==> src/rtl/nibble_serial_adder_ctrl.sv <==
// rtl/nibble_serial_adder_ctrl.sv - nibble-serial W-bit adder with valid/ready handshakes
// Optional SUBTRACT_EN adds a 'sub' input selecting A + ~B + 1.
module nibble_serial_adder_ctrl #(
  parameter int NIBBLES = 4
) (
  input  logic                 clk,
  input  logic                 rst_n,
`ifdef SUBTRACT_EN
  input  logic                 sub,
`endif
  input  logic [4*NIBBLES-1:0] A,
  input  logic [4*NIBBLES-1:0] B,
  input  logic                 in_valid,
  output logic                 in_ready,
  output logic [4*NIBBLES-1:0] sum,
  output logic                 cout,
  output logic                 out_valid,
  input  logic                 out_ready,
  output logic                 busy
);

  localparam int W  = 4 * NIBBLES;
  localparam int IW = $clog2(NIBBLES);

  typedef enum logic [1:0] {IDLE = 2'd0, RUN = 2'd1, DONE = 2'd2} state_t;

  state_t          state;
  state_t          state_next;
  logic            armed;
  logic [W-1:0]    a_q;
  logic [W-1:0]    b_q;
  logic [W-1:0]    res_q;
  logic [W-1:0]    res_next;
  logic [IW-1:0]   idx;
  logic            carry;
  logic            inv_q;
  logic            sub_sel;
  logic [3:0]      nib_a;
  logic [3:0]      nib_b;
  logic [3:0]      nib_s;
  logic            nib_c;
  logic            last;
  logic            accept;

`ifdef SUBTRACT_EN
  assign sub_sel = sub;
`else
  assign sub_sel = 1'b0;
`endif

  assign last   = (idx == IW'(NIBBLES - 1));
  assign accept = in_valid & in_ready;

  // armed keeps in_ready low until the first edge after reset release
  always_ff @(posedge clk or negedge rst_n) begin
    if (!rst_n) begin
      state <= IDLE;
      armed <= 1'b0;
    end else begin
      state <= state_next;
      armed <= 1'b1;
    end
  end

  always_comb begin
    state_next = state;
    case (state)
      IDLE:    if (accept) state_next = RUN;
      RUN:     if (last) state_next = DONE;
      DONE:    if (out_ready) state_next = IDLE;
      default: state_next = IDLE;
    endcase
  end

  always_comb begin
    in_ready  = (state == IDLE) & armed;
    out_valid = (state == DONE);
    busy      = (state == RUN) | (state == DONE);
  end

  // one 4-bit ripple slice, selected by the current nibble index
  always_comb begin
    nib_a = a_q[{idx, 2'b00} +: 4];
    nib_b = b_q[{idx, 2'b00} +: 4] ^ {4{inv_q}};
    {nib_c, nib_s} = {1'b0, nib_a} + {1'b0, nib_b} + {4'b0000, carry};
    res_next = res_q;
    for (int n = 0; n < NIBBLES; n++) begin
      if (idx == IW'(n)) res_next[4*n +: 4] = nib_s;
    end
  end

  always_ff @(posedge clk or negedge rst_n) begin
    if (!rst_n) begin
      a_q   <= '0;
      b_q   <= '0;
      res_q <= '0;
      idx   <= '0;
      carry <= 1'b0;
      inv_q <= 1'b0;
      sum   <= '0;
      cout  <= 1'b0;
    end else begin
      if (state == IDLE && accept) begin
        a_q   <= A;
        b_q   <= B;
        res_q <= '0;
        idx   <= '0;
        carry <= sub_sel;
        inv_q <= sub_sel;
      end else if (state == RUN) begin
        res_q <= res_next;
        carry <= nib_c;
        idx   <= idx + IW'(1);
        if (last) begin
          sum  <= res_next;
          cout <= nib_c;
        end
      end
    end
  end

endmodule

==> config.mk <==
export PLATFORM = sky130hd
export DESIGN_NAME = nibble_serial_adder_ctrl
export DESIGN_NICKNAME = d
export VERILOG_FILES = /design/src/rtl/nibble_serial_adder_ctrl.sv
export SDC_FILE = /design/constraint.sdc
export NUM_CORES = 1
export LEC_CHECK = 0
export ABC_AREA = 1
export CAP_MARGIN = 15
export CORE_AREA = 8 8 115 117
export DETAILED_ROUTE_END_ITERATION = 10
export DIE_AREA = 0 0 123 125
export PLACE_DENSITY = 0.6
export SYNTH_ARGS = -nofsm -noshare
export SYNTH_HDL_FRONTEND = slang
export SYNTH_SLANG_ARGS = --single-unit
==> constraint.sdc <==
create_clock -name clk -period 4 [get_ports clk]
set_input_delay 0.6 -clock clk [delete_from_list [all_inputs] [get_ports clk]]
set_output_delay 0.6 -clock clk [all_outputs]
set_load 0.02 [all_outputs]
== Yosys cells after proc, flatten, opt, wreduce, memory -nomap -nowiden ==
Index checks and enable logic that the tools add are counted.
Storage, ports and cells
  register bits after elaboration: 71
  output and inout bits: 20
  bits of input ports: 36
Operators by class
  multiplexer cells: 14
  shift-type cells: 2
  eq/ne operators: 8
  bitwise logic cells: 4
  $add $sub $neg: 3
  reductions and logical operators: 6
Operators by type and width (number)
  16-bit two-way mux: 2
  16-bit by 5-bit indexed part select with 4-bit output: 2
  4-bit two-way mux: 4
  2-bit two-way mux: 5
  2-bit equality test, second input constant: 3
  2-bit case mux with 3 select lines: 1
  3-bit AND reduction: 2
  4-bit by 4-bit adder with 5-bit output: 1
  5-bit by 1-bit adder with 5-bit output: 1
  2-bit by 1-bit equality test with 1-bit output, second input constant: 2
  2-bit zero test: 2
  2-bit != test, second input constant: 2
  2-bit by 1-bit adder with 2-bit output, second input constant: 1
  1-bit AND: 2
  1-bit two-way mux: 2
  2-bit by 1-bit != test with 1-bit output, second input constant: 1
  2-bit nonzero test: 1
  1-bit logical AND: 1
  1-bit NOT: 1
  1-bit bitwise OR: 1

== Longest topological paths before layout ==
  depth after elaboration: 6
  depth in mapped cells: 12

== Least setup slack after synthesis ==
No wires, ideal clock.
  path type: register to register
  start: register idx[0]
  end: register res_q[10]
  arrival time: 2.273 ns
  library setup time: 0.117 ns
  path buffers: 2
  cell stages (with the launch flop): 12
  path slack: 1.611 ns
  data required time: 3.883 ns
  cells stage by stage: dfrtp_1 > buf_2 > inv_1 > buf_2 > nor2_1 > o22ai_1 > fa_1 > fa_1 > xnor2_1 > a21oi_1 > nand2_1 > nand2_1
On the way
  longest elaborated chain between the ends: 6
  elaborated cells on any way between the ends: 8
  those cells by class: 2 x add/sub; 1 x eq/ne; 2 x shift; 3 x mux
Ends and longest elaborated chain
  start, declared: RTL line 34  | logic [IW-1:0] idx;
  start signal, assigned: RTL line 113  | idx <= idx + IW'(1);
  16-bit by 5-bit indexed part select with 4-bit output (on tied branches): RTL line 83, 84
  4-bit by 4-bit adder with 5-bit output: RTL line 85  | {nib_c, nib_s} = {1'b0, nib_a} + {1'b0, nib_b} + {4'b0000, carry};
  5-bit by 1-bit adder with 5-bit output: RTL line 85
  4-bit two-way mux *: RTL line 88  | if (idx == IW'(n)) res_next[4*n +: 4] = nib_s;
  16-bit two-way mux *: RTL line 110  | end else if (state == RUN) begin
  16-bit two-way mux *: RTL line 103  | if (state == IDLE && accept) begin
  end signal, assigned: RTL line 111  | res_q <= res_next;
  end, declared: RTL line 32  | logic [W-1:0] res_q;
Every way passes the cells marked *; elsewhere a longest branch is shown, timed or not. The select of a mux whose other input is x is not followed.
A chain may end at the register's enable or synchronous reset.

== Final worst setup path ==
  start: register idx[0]
  end: register sum[10]
On the way
  longest elaborated chain between the ends: 4
  elaborated cells on any way between the ends: 8
  those cells by class: 2 x add/sub; 2 x eq/ne; 2 x shift; 1 x mux; 1 x reduce/logical
Ends and longest elaborated chain
  16-bit by 5-bit indexed part select with 4-bit output (on tied branches): RTL line 83, 84
  4-bit by 4-bit adder with 5-bit output: RTL line 85
  5-bit by 1-bit adder with 5-bit output: RTL line 85
  4-bit two-way mux: RTL line 88
  end signal, assigned: RTL line 115  | sum <= res_next;
  end, declared: RTL line 15  | output logic [4*NIBBLES-1:0] sum,
Parallel ways exist; a longest one is shown, timed or not.

==> summary.md <==
| Metric | Value |
|---|---|
| Run status | finished clean |
| Top cells by area, synth | dfrtp_1 51%, mux2_4 12%, nand2_1 9.8% |
| Drt first pass iters | 4 |
| First-pass GRT wire length | ~13 mm |
| Final setup TNS | 0 ns |
| IO Port Bufs | 55 |
| Slew of the pin with the lowest slew margin | about 0.58 ns |
| Row count | 40 |
| Met1 Use GR | between 10% and 20% |
| Core area | about 12,000 µm² |
| Inst Count DP | about 520 |
| Synth Area in Compound Gates | between 7 and 8% |
| Synth Area in XOR/XNOR | less than 1% |
| GRT met2 Usage | 16.5% |
| GR Util All Layers | a little over a tenth |
| Avg Inst Size Synth | about 10 µm² |
| Worst slew margin | between 60% and 70% |
| Setup bufs post-CTS | 0 |
| Worst r2r dst | sum[10]$_DFFE_PN0P_ |
| Routed WL per cell | 14.4 µm |
| CP startpoint kind | flop |
| Clock sink count | 68 |
| Yosys cell types | 26 |
| Skew final | between 0.006 and 0.007 ns |
| GRT overflow | 0 |
| Pwr/cell area | about 900 nW/µm² |
| Num CTS Buffers | 9 |
| Via Count | around 2,400 |
| Peak VDD IR | 0.000306 V |
| Yosys warns | 0 |
| Main combinational cell family by area after synthesis | simple AND/OR/NAND/NOR gates |
| Hold WC Path Type | input pin to async pin |
| Leak | slightly above 2 nW |
| RSZ-0062 raised after global routing | no |
| Placed Instance Area | 3960 µm² |
| Worst reg2reg startpoint | idx[0]$_DFFE_PN0P_ |
| Final Setup Violations | 0 |
| Die Span X | approximately 120 µm |
| Yosys top cell area share | between 50% and 60% |
| # hold bufs at CTS | 0 |
| FF-to-FF setup slack | 0.92 ns |
| Max cap viols | 0 |
| Synth area leader | dfrtp_1 |
| Largest net degree at the start of global routing | 47 |
| GRT busiest layer | met2 |
| Req. time, crit path | 4.22 ns |
| Reg2Reg Depth | 9 |
| Seq/Total Area, Yosys | slightly above 50% |
| Adder and majority gate portion of the synthesized area | ~5.4% |
| Mapped Area | around 3300 µm² |
| Fin area | ~4300 µm² |
| Initial antenna violation count | 0 |
| 1st-iter DRT viols | between 150 and 200 |
| # DRC | 0 |
| Fraction of layout instances using a drive strength above 1 | between 15 and 20% |
| Layout fillers | 1,169 |
| Worst-path clk slew | 0.06 ns |
| Critical Path Fanout Max | 21 |
| Max-slew violations | 0 |
| WP data arrival | around 3.3 ns |
| Min cycle time layout | a little over 3 ns |
| CTS H-tree depth | 3 |
| Initial Util | between 20 and 30% |
| Layout area overhead | 29.9% |
| Met3 GRT Util | 2.39% |
| Dpl hpwl | 5.50 mm |
| Fmax | ~320 MHz |
| DRT Wirelength | roughly 7.7 mm |
| Die area | ~15,000 µm² |
| DR vias/cell | around 4.5 |
| Final Cycle Share | a little under 80% |
| Syn_nets | 372 |
| Mapped Cells | 323 |
| Post-route antenna net violation count | 0 |
| Maximum clock path buffer count | 2 |
| Root buffer cell | clkbuf_16 |
| Post-CTS sizing | 0 |
| Nets | 430 |
| CTS tree | done |
| Simple-gate portion of the synthesized area | between 10% and 20% |
| Final hold vios | 0 |
| Critical Path Sink Type | flop |
| Post-route insts no fill | approximately 530 |
| Die Y | about 130 µm |
| Number of global-route vias before repair | between 2,000 and 3,000 |
| Gpl congestion | about 0.84 |
| Antenna cells | 0 |
| Tot Pwr | just under 4 mW |
| Post-synthesis register bit count | between 60 and 70 |
| Clock Latency Late Sink | around 0.33 ns |
| Post-synthesis mux area share | between 10% and 20% |
| IO Pins | 56 |
| Crit path kind | flop to flop |
==> routing by layer <==
metal	routed length (µm)	vias up	part of all wire, %
met5	0	-	0
met4	167	0	2.2
met1	3700	1125	48
met2	3460	54	45
met3	341	14	4.5
li1	-	1182	-
==> worst max path at each step <==
stage,slack (ns),start,to,depth (start not counted)
finish,0.92,idx[0]$_DFFE_PN0P_,sum[10]$_DFFE_PN0P_,9
global route,0.61,idx[0]$_DFFE_PN0P_,sum[2]$_DFFE_PN0P_,9
CTS,0.94,idx[0]$_DFFE_PN0P_,sum[10]$_DFFE_PN0P_,9
detailed placement,0.96,idx[0]$_DFFE_PN0P_,res_q[10]$_DFFE_PN0P_,9
global placement,1.06,idx[0]$_DFFE_PN0P_,sum[6]$_DFFE_PN0P_,9
floorplan,1.61,idx[0]$_DFFE_PN0P_,res_q[10]$_DFFE_PN0P_,11
==> worst max-delay path, cell delays in order, from the launching register on <==
cell     delay (ns)
dfrtp_1        0.69
inv_1          0.39
o21ai_0        0.25
o22ai_1        0.11
fa_1           0.46
fa_1           0.43
xnor2_1        0.36
a21oi_1        0.15
nand2_1        0.09
nand2_1        0.05
==> synthesized netlist by cell type (all sizes together) <==
| cell | number |
|---|---|
| a21oi | 5 |
| fa | 2 |
| or2 | 5 |
| o22ai | 8 |
| dfrtp | 68 |
| clkbuf | 1 |
| nand2 | 88 |
| nor2 | 20 |
| conb | 1 |
| o221ai | 1 |
| inv | 18 |
| xnor2 | 1 |
| ha | 11 |
| mux2 | 32 |
| clkinv | 2 |
| buf | 10 |
| o21ai | 34 |
| nand3 | 16 |
==> placed cells by master (no fill, tap or decap) <==
| master | n |
|---|---|
| nand2_1 | 86 |
| dfrtp_1 | 68 |
| clkdlybuf4s50_1 | 54 |
| o21ai_0 | 34 |
| mux2_4 | 27 |
| nor2_1 | 20 |
| inv_1 | 16 |
| nand3_1 | 15 |
| ha_1 | 11 |
| clkbuf_16 | 9 |
| o22ai_1 | 8 |
| a21oi_1 | 5 |
| mux2_2 | 5 |
| or2_2 | 4 |
| clkinv_2 | 3 |
| clkinv_1 | 2 |
| inv_2 | 2 |
| fa_1 | 2 |
| bufinv_16 | 2 |
| buf_4 | 2 |
| nand3_2 | 1 |
| xnor2_1 | 1 |
| nand2_2 | 1 |
| or2_1 | 1 |
| nand2_4 | 1 |
| o221ai_1 | 1 |
| conb_1 | 1 |
| clkbuf_1 | 1 |
| clkbuf_8 | 1 |
| buf_2 | 1 |
| buf_12 | 1 |
==> power breakdown <==
group	leakage, nW	internal (mW)	total, mW	switching, mW
Combinational	1.05	0.813	1.80	0.988
Sequential	0.852	0.994	1.21	0.212
Clock	0.159	0.559	0.847	0.288
Total	2.07	2.37	3.86	1.49
==> cells by family after synthesis <==
group,count (synthesis)
AOI/OAI and AO/OA,48
xor gates and xnor gates,1
adders and majority gates,13
buffers and inverters,31
DFF,68
muxes,32
other,1
and+or+nand+nor,129
==> area by class of cell <==
type	instances	area, µm²	share of cell area, %
Tap cell	147	184	4.28
Inverter	20	75.1	1.75
Timing Repair Buffer	58	581	13.5
Sequential cell	68	1700	39.6
Clock buffer	11	243	5.65
Multi-Input combinational cell	224	1440	33.5
Clock inverter	5	75.1	1.75
==> state kept, by name (all words and copies together) (netlist names) <==
name / count
a_q: 16
b_q: 16
sum: 16
res_q: 13
idx: 2
state: 2
armed: 1
carry: 1
cout: 1
==> per-stage QoR <==
stage / worst slack (ns) / hold slack (ns) / util [%]
after floorplan: 1.61 / 0.304 / -
after CTS: 0.935 / 0.483 / 36.8
after global routing: 0.610 / 0.124 / 37.0
after detailed placement: 0.960 / 0.467 / 34.1
final: 0.916 / 0.118 / 37.0
after global placement: 1.06 / 0.455 / 34.1
No activity file was read; power rests on OpenSTA's default activity.
